$ cat config.mk
export PLATFORM = sky130hd
export DESIGN_NAME = tick_stopwatch
export DESIGN_NICKNAME = d
export VERILOG_FILES = /design/src/rtl/tick_stopwatch_pkg.sv /design/src/rtl/tick_stopwatch_bcd_digit_counter.sv /design/src/rtl/tick_stopwatch.sv
export SDC_FILE = /design/constraint.sdc
export NUM_CORES = 1
export LEC_CHECK = 0
export BUFFER_PORTS_ARGS = -buffer_cell sky130_fd_sc_hd__buf_2
export CAP_MARGIN = 20
export CORE_MARGIN = 4
export CORE_UTILIZATION = 59
export DETAILED_ROUTE_END_ITERATION = 10
export PLACE_DENSITY = 0.79
export SYNTH_ARGS = -nofsm -noshare
export SYNTH_HDL_FRONTEND = slang
export SYNTH_SLANG_ARGS = --single-unit
export TNS_END_PERCENT = 1
$ cat constraint.sdc
create_clock -name clk -period 6.7 [get_ports clk]
set_clock_uncertainty 0.2 [all_clocks]
set_input_delay 0.67 -clock clk [delete_from_list [all_inputs] [get_ports clk]]
set_output_delay 0.67 -clock clk [all_outputs]
set_load 0.01 [all_outputs]
$ cat src/rtl/tick_stopwatch_pkg.sv
// Shared types and constants for the tick-driven mm:ss stopwatch.
package stopwatch_pkg;

  // Control FSM states
  typedef enum logic [1:0] {
    IDLE  = 2'd0,
    RUN   = 2'd1,
    PAUSE = 2'd2
  } sw_state_e;

  // One BCD digit
  typedef logic [3:0] bcd_t;

  // Wrap points of the fixed digits; the minute tens limit is a top-level parameter
  localparam bcd_t SEC_ONES_MAX = 4'd9;
  localparam bcd_t SEC_TENS_MAX = 4'd5;
  localparam bcd_t MIN_ONES_MAX = 4'd9;

endpackage

$ cat src/rtl/tick_stopwatch_bcd_digit_counter.sv
// Single BCD digit that counts 0..MAX and produces a carry on the increment
// that wraps it back to 0. Carries are combinational so a whole chain of
// digits settles on the same clock edge.
module bcd_digit_counter
  import stopwatch_pkg::*;
#(
  parameter bcd_t MAX = 4'd9
) (
  input  logic clk,
  input  logic rst,
  input  logic clr,
  input  logic inc_in,
  output bcd_t digit,
  output logic carry_out
);

  bcd_t digit_q;
  bcd_t digit_d;
  logic at_max;

  assign at_max = (digit_q == MAX);

  // Next digit value: clear has priority over increment
  always_comb begin
    digit_d = digit_q;
    if (clr) begin
      digit_d = '0;
    end else if (inc_in) begin
      digit_d = at_max ? '0 : digit_q + 4'd1;
    end
  end

  // Digit register
  always_ff @(posedge clk) begin
    if (rst) begin
      digit_q <= '0;
    end else begin
      digit_q <= digit_d;
    end
  end

  assign digit     = digit_q;
  assign carry_out = inc_in & at_max;

endmodule

$ cat src/rtl/tick_stopwatch.sv
// mm:ss BCD stopwatch advanced by rising edges of a slow square wave that
// lives in the clk domain (used as data, never as a clock).
// Optional feature macro: LAP_HOLD_EN -- when defined, lap freezes the
// displayed digits on a snapshot while the internal count keeps going.
module tick_stopwatch
  import stopwatch_pkg::*;
#(
  parameter int TICKS_PER_COUNT = 1,
  parameter int MAX_MIN_TENS    = 5
) (
  input  logic       clk,
  input  logic       rst,
  input  logic       tick_in,
  input  logic       start_stop,
  input  logic       clear,
  input  logic       lap,
  output logic [3:0] sec_ones,
  output logic [3:0] sec_tens,
  output logic [3:0] min_ones,
  output logic [3:0] min_tens,
  output logic       running,
  output logic       rollover
);

  localparam logic [7:0]  PRE_LAST  = 8'(TICKS_PER_COUNT - 1);
  localparam logic [15:0] DIGIT_MAX = {4'(MAX_MIN_TENS), MIN_ONES_MAX,
                                       SEC_TENS_MAX, SEC_ONES_MAX};

  sw_state_e  state_q;
  logic       running_q;
  logic       tick_q;
  logic       tick_rise;
  logic [7:0] pre_q;
  logic [7:0] pre_d;
  logic       count_en;
  logic       inc;
  logic       rollover_q;
  logic [4:0] carry;
  bcd_t       live [4];
  bcd_t       disp [4];

  // Delayed copy of tick_in for edge detection; resets high so a tick_in
  // already high at reset release is not seen as an edge
  always_ff @(posedge clk) begin
    if (rst) begin
      tick_q <= 1'b1;
    end else begin
      tick_q <= tick_in;
    end
  end

  assign tick_rise = tick_in & ~tick_q;

  // Only edges seen in RUN (pre-transition state) advance the prescaler
  assign count_en = (state_q == RUN) & tick_rise & ~clear;
  assign inc      = count_en & (pre_q == PRE_LAST);

  // Prescaler next value: PAUSE simply holds it, clear zeroes it
  always_comb begin
    pre_d = pre_q;
    if (clear) begin
      pre_d = '0;
    end else if (count_en) begin
      pre_d = (pre_q == PRE_LAST) ? '0 : pre_q + 8'd1;
    end
  end

  // Prescaler register
  always_ff @(posedge clk) begin
    if (rst) begin
      pre_q <= '0;
    end else begin
      pre_q <= pre_d;
    end
  end

  // Start/stop/clear control FSM with registered running flag
  always_ff @(posedge clk) begin
    if (rst) begin
      state_q   <= IDLE;
      running_q <= 1'b0;
    end else if (clear) begin
      state_q   <= IDLE;
      running_q <= 1'b0;
    end else if (start_stop) begin
      unique case (state_q)
        IDLE: begin
          state_q   <= RUN;
          running_q <= 1'b1;
        end
        RUN: begin
          state_q   <= PAUSE;
          running_q <= 1'b0;
        end
        PAUSE: begin
          state_q   <= RUN;
          running_q <= 1'b1;
        end
        default: begin
          state_q   <= IDLE;
          running_q <= 1'b0;
        end
      endcase
    end
  end

  // Digit chain: each digit's carry is the next digit's increment
  assign carry[0] = inc;

  generate
    for (genvar gi = 0; gi < 4; gi++) begin : g_digit
      bcd_digit_counter #(
        .MAX(DIGIT_MAX[gi*4 +: 4])
      ) u_digit (
        .clk      (clk),
        .rst      (rst),
        .clr      (clear),
        .inc_in   (carry[gi]),
        .digit    (live[gi]),
        .carry_out(carry[gi+1])
      );
    end
  endgenerate

  // Full wrap to 00:00 shows up as a single-cycle pulse alongside the new digits
  always_ff @(posedge clk) begin
    if (rst) begin
      rollover_q <= 1'b0;
    end else begin
      rollover_q <= carry[4];
    end
  end

`ifdef LAP_HOLD_EN
  logic hold_q;
  bcd_t snap_q [4];

  // Lap toggles the display hold and captures the live digits when entering hold
  always_ff @(posedge clk) begin
    if (rst) begin
      hold_q <= 1'b0;
      for (int i = 0; i < 4; i++) begin
        snap_q[i] <= '0;
      end
    end else if (clear) begin
      hold_q <= 1'b0;
    end else if (lap && (state_q != IDLE)) begin
      hold_q <= ~hold_q;
      if (!hold_q) begin
        for (int i = 0; i < 4; i++) begin
          snap_q[i] <= live[i];
        end
      end
    end
  end

  // Display mux: snapshot while held, live count otherwise
  always_comb begin
    for (int i = 0; i < 4; i++) begin
      disp[i] = hold_q ? snap_q[i] : live[i];
    end
  end
`else
  logic unused_lap;
  assign unused_lap = lap;

  // Display always shows the live count
  always_comb begin
    for (int i = 0; i < 4; i++) begin
      disp[i] = live[i];
    end
  end
`endif

  assign sec_ones = disp[0];
  assign sec_tens = disp[1];
  assign min_ones = disp[2];
  assign min_tens = disp[3];
  assign running  = running_q;
  assign rollover = rollover_q;

endmodule
# [After elaboration in Yosys (flattened, before gate mapping)]
# Cells that the tools add are included.
[totals] regBits=29 inputBits=6 out_inout_bits=18 word_cells=41
[op_classes] add_sub_neg=5 n_eq_ne=6 mux=7 n_bitwise=10 reduce_logical=4
[op_table] op="4-bit by 1-bit adder with 4-bit output, second input constant" n=4
[op_table] op="4-bit 2-to-1 mux" n=4
[op_table] op="8-bit by 1-bit adder with 8-bit output, second input constant" n=1
[op_table] op="1-bit bitwise AND" n=8
[op_table] op="4-bit by 3-bit == test with 1-bit output, second input constant" n=2
[op_table] op="4-bit == test, second input constant" n=2
[op_table] op="8-bit logical NOT" n=1
[op_table] op="8-bit 2-to-1 mux" n=1
[op_table] op="2-bit case mux with 2 select lines" n=1
[op_table] op="2-bit OR reduction" n=2
[op_table] op="2-bit by 1-bit == test with 1-bit output, second input constant" n=1
[op_table] op="2-bit == test, second input constant" n=1
[op_table] op="2-bit logical NOT" n=1
[op_table] op="1-bit inverter" n=2
[op_table] op="1-bit 2-to-1 mux" n=1

# [Longest topological paths before layout]
[logic_depth] depth_word=9 mapped_depth=7 depth_no_buf=6

# [Cells and area by module]
# Synthesis repeated with hierarchy kept, for this count alone.
[unflattened] hier_cells=135 hier_area_um2=1371.3
[by_module_without_submodules] mod="tick_stopwatch" n_inst=1 cells_per_inst=57 area_each_um2=620.6 seq_area_each_um2=240.2
[by_module_without_submodules] mod="bcd_digit_counter at g_digit[0].u_digit ..." n_inst=2 cells_per_inst=20 area_each_um2=188.9 seq_area_each_um2=80.1
[by_module_without_submodules] mod="bcd_digit_counter at g_digit[1].u_digit ..." n_inst=2 cells_per_inst=19 area_each_um2=186.4 seq_area_each_um2=80.1

# [Worst setup path before layout]
# Ideal clock, no wire load.
[synth_timing] path_kind="input port to flip-flop" from="input clear" to="register g_digit[1].u_digit.digit_q[1]" setup_time_ps=70 arrival_time_ps=2199 required_ps=6430 slack_ps=4230 stages=5 path_buffers=1 path_cell_list="nand4bb_1 > clkbuf_1 > or4_4 > or4_1 > a21oi_1"
[synth_between] elab_chain_len=4 word_cells_on_any_way=5 classes_between="bitwise (4); reduce/logical (1)"
[synth_lines] item="from (decl)" line="tick_stopwatch.sv:15" source="input logic clear,"
[synth_lines] item="1-bit inverter" line="tick_stopwatch.sv:55" source="assign count_en = (state_q == RUN) & tick_rise & ~clear;"
[synth_lines] item="1-bit bitwise AND" line="tick_stopwatch.sv:55"
[synth_lines] item="1-bit bitwise AND" line="tick_stopwatch.sv:56" source="assign inc = count_en & (pre_q == PRE_LAST);"
[synth_lines] item="1-bit bitwise AND" line="tick_stopwatch_bcd_digit_counter.sv:43" source="assign carry_out = inc_in & at_max;"
[synth_lines] item="to (signal assigned)" line="tick_stopwatch_bcd_digit_counter.sv:38" source="digit_q <= digit_d;"
[synth_lines] item="to (decl)" line="tick_stopwatch_bcd_digit_counter.sv:17" source="bcd_t digit_q;"
# Several ways; a longest one is shown, not always the timed one.
# A chain may end at the register's enable or synchronous reset.

# [Worst setup path in the final report]
[layout_timing] from="input clear" to="register g_digit[1].u_digit.digit_q[3]"
# Same word-level chain as after synthesis.

==> results_dict.tcl <==
set metrics [dict create \
    reg2reg_slack_ns 4.11 \
    io-pin-count 24 \
    rsz0062_at_grt "false" \
    synth_seq_cells 29 \
    area_growth_pct 12.82 \
    cts_tree "yes" \
    worstPathArrival_ns 2.69 \
    initial_core_util 0.6344 \
    total_leakage_power_nw 0.6239 \
    dieArea_mm2 0.003303 \
    ys_warn_count 0 \
    slowest_stage "or4_4" \
    syn_area_mm2 0.001444 \
    avgViaCountPerCell 6.009 \
    setup_viol 0 \
    numCtsBuffers 5 \
    fmax_mhz 378.8 \
    power_density_mw_per_mm2 176.7 \
    syn-num-nets 179 \
    core-area_mm2 0.002276 \
    ctsLongestPathBuffers 2 \
    cts_resized 0 \
    run_status "finished clean" \
    synthCells 171 \
    wl_per_cell_um 13.90 \
    met1Wirelength_um 1450 \
    yosysUniqueCellTypes 38 \
    clk_root_buffer_cell "clkbuf_4" \
    path_buf_inv 1 \
    gp_congestion 0.7485 \
    synth_top_area_frac 0.4021 \
    grt_pass1_wl_um 5002 \
    post-cts-setup-buffers 0 \
    pre_cts_ws_ns 3.743 \
    fin_crit_sh 0.3941 \
    portBuffers 22 \
    ys_seq_area_frac 0.4021 \
    dr_total_vias 1340 \
    dr.pass1.iters 4 \
    clock_latency_ns 0.32 \
    grt_pass1_vias 1165 \
    maxUsedRoutingLayer "met4" \
    cts-hold-fix-buffers 0 \
    path_delay_family "simple AND/OR/NAND/NOR gates" \
    critPathMaxStageDelay_ns 0.75 \
    routed_wl_um 3099 \
    cts_max_level 2 \
    fp.dieW_um 57.47 \
    post-route-util 0.7158 \
    drc_errors 0 \
    overflow 0 \
    relSlewSlack 0.5412 \
    min_period_ns 2.640 \
    rr_endpoint "g_digit[1].u_digit.digit[3]" \
    min_path_type "flip-flop to flip-flop" \
    cts_sinks 29 \
    fillers 180 \
    path_clk_slew_ns 0.09 \
    max_cap_violations 0 \
    slew_viol_final 0 \
    fin_tns_setup_ns 0 \
    fin_ws_ns 4.060 \
    reg2reg_depth 6 \
    min_to "running" \
    irDropWorstVdd_mv 0.1475 \
    wl_met2_um 1397 \
    drt_iter0_drc 57 \
    path_max_fanout 15 \
    crit_path_end_kind "flip-flop" \
    cp_data_required_time_ns 6.75 \
    final_nets 203 \
    diodes 0 \
    hold_depth 2 \
    ant_nets 0 \
    yosys.area.top_type "dfxtp_1" \
    min-delay-start "running" \
    hold_viol_final 0 \
    avgSynthCellArea_um2 8.444 \
    critPathKind "input pin to flip-flop" \
    dp_hpwl_um 2160 \
    start_kind "input pin" \
    rows 17 \
    dr_wl_met3_um 207 \
    dieHeight_um 57.47 \
    synth_area_leaders "dfxtp_1 40%, xnor2_1 4.9%, nand2_1 3.9%" \
    r2r_start "pre_q[0]" \
    grtUsageTotal 0.1914 \
    drive_above_1_share 0.1795 \
    crit_path_cell_trace "buf_2 -> nand4bb_1 -> or4_4 -> or4_1 -> a21oi_1" \
    antenna_found_initial 0 \
    grt_max_degree 19 \
    tightest_slew_ns 0.6856 \
]
[registers in the layout (all words and copies together), names as in the netlist]
signal and cells:
pre_q 8, state_q 2, g_digit.u_digit.digit 16, tick_q 1
rollover 1, running 1
[power by group]
group	leakage, nW	total (W)	switching (W)	internal, W
sequential	0.234	0.000175	0.00000138	0.000173
combinational	0.358	0.00000947	0.00000624	0.00000323
clock	0.0314	0.000104	0.0000545	0.0000494
total	0.624	0.000288	0.0000621	0.000226
[kinds of logic after synthesis]
group,after synthesis,synth area share
AND/OR/NAND/NOR,86,0.3535
AO/OA/AOI/OAI,32,0.1335
flip-flops,29,0.4021
buffers and inverters,12,0.03119
XOR/XNOR,8,0.04853
multiplexers,2,0.01387
adder cells (fa/ha/maj),2,0.01733
[routing by layer]
metal,vias to the layer above,global-route usage
met3,6,0.06787
met4,0,0.07285
met5,-,0
met2,37,0.3000
met1,625,0.2400
li1,672,-
[cell type report]
class	count	area [um^2]	area share
multi-input combinational	130	818.3	0.5023
tap	28	35.03	0.02151
inverter	6	22.52	0.01382
timing repair buffer	23	117.6	0.07220
clock buffer	7	55.05	0.03379
sequential	29	580.6	0.3564
[how the worst max path moves through the flow]
stage	start	endpoint	slack [ns]	cells past startpoint
floorplan	clear	g_digit[1].u_digit.digit[1]	4.23	5
global placement	clear	g_digit[1].u_digit.digit[3]	3.82	5
detailed placement	clear	g_digit[1].u_digit.digit[3]	3.74	5
CTS	clear	g_digit[1].u_digit.digit[3]	4.08	5
global route	clear	g_digit[1].u_digit.digit[3]	3.95	5
finish	clear	g_digit[1].u_digit.digit[3]	4.06	5
[cells in the final DEF, fill, tap and decap left out, types with 2 or more instances in the layout]
cell type   n
o211ai_1    2
or4_1       4
or2_2       2
inv_1       6
nor2_1     15
dfxtp_1    29
nor3_1      6
nand4_1     7
nor2b_1     6
or3_1       2
a21oi_1    11
o21ai_0     8
xnor2_1     8
and2_1      2
and3b_1     2
clkbuf_4    5
a31oi_1     6
ha_1        2
nand2_1    15
nor4_1      2
nor3b_1     2
mux2i_1     2
a41o_1      2
and4_1      3
buf_2      22
nor4b_1     3
nand3_1     3
nand2b_1    4
[metrics by stage]
stage / instances / cell area, um^2 / power, W / hold slack [ns]
floorplan: 171 / 1444 / 0.0001844 / 0.2530
global placement: 216 / 1574 / 0.0001876 / 0.2546
detailed placement: 216 / 1574 / 0.0001879 / 0.2586
CTS: 223 / 1629 / 0.0002909 / 0.2719
global route: 223 / 1629 / 0.0002996 / 0.3018
finish: 223 / 1629 / 0.0002879 / 0.2687
[synth_stat cells, drive strengths merged]
cell type	number
and4	3
xnor2	8
nand4	7
a41o	2
or3	2
nand3	3
ha	2
or4b	1
nand3b	1
o21ai	8
nand4bb	1
nor2b	6
a21oi	11
nor4b	3
inv	6
o211ai	2
a31oi	6
or4	5
nand2	15
or2	2
dfxtp	29
nand4b	1
and2	2
clkbuf	6
and3	1
nor2	15
mux2i	2
nor3	6
o311ai	1
nor3b	2
nor4	3
o31ai	1
nor4bb	1
a31o	1
nand2b	4
and3b	2
[worst reg2reg max path: cells and delay by family, from the launching register on]
| kind | cells | cell delay (ns) |
|---|---|---|
| flops | 1 | 0.35 |
| fa+ha+maj | 1 | 0.14 |
| compound gates | 1 | 0.17 |
| simple gates | 3 | 1.60 |
| buf+inv | 1 | 0.07 |
No activity file was read; power rests on OpenSTA's default activity.
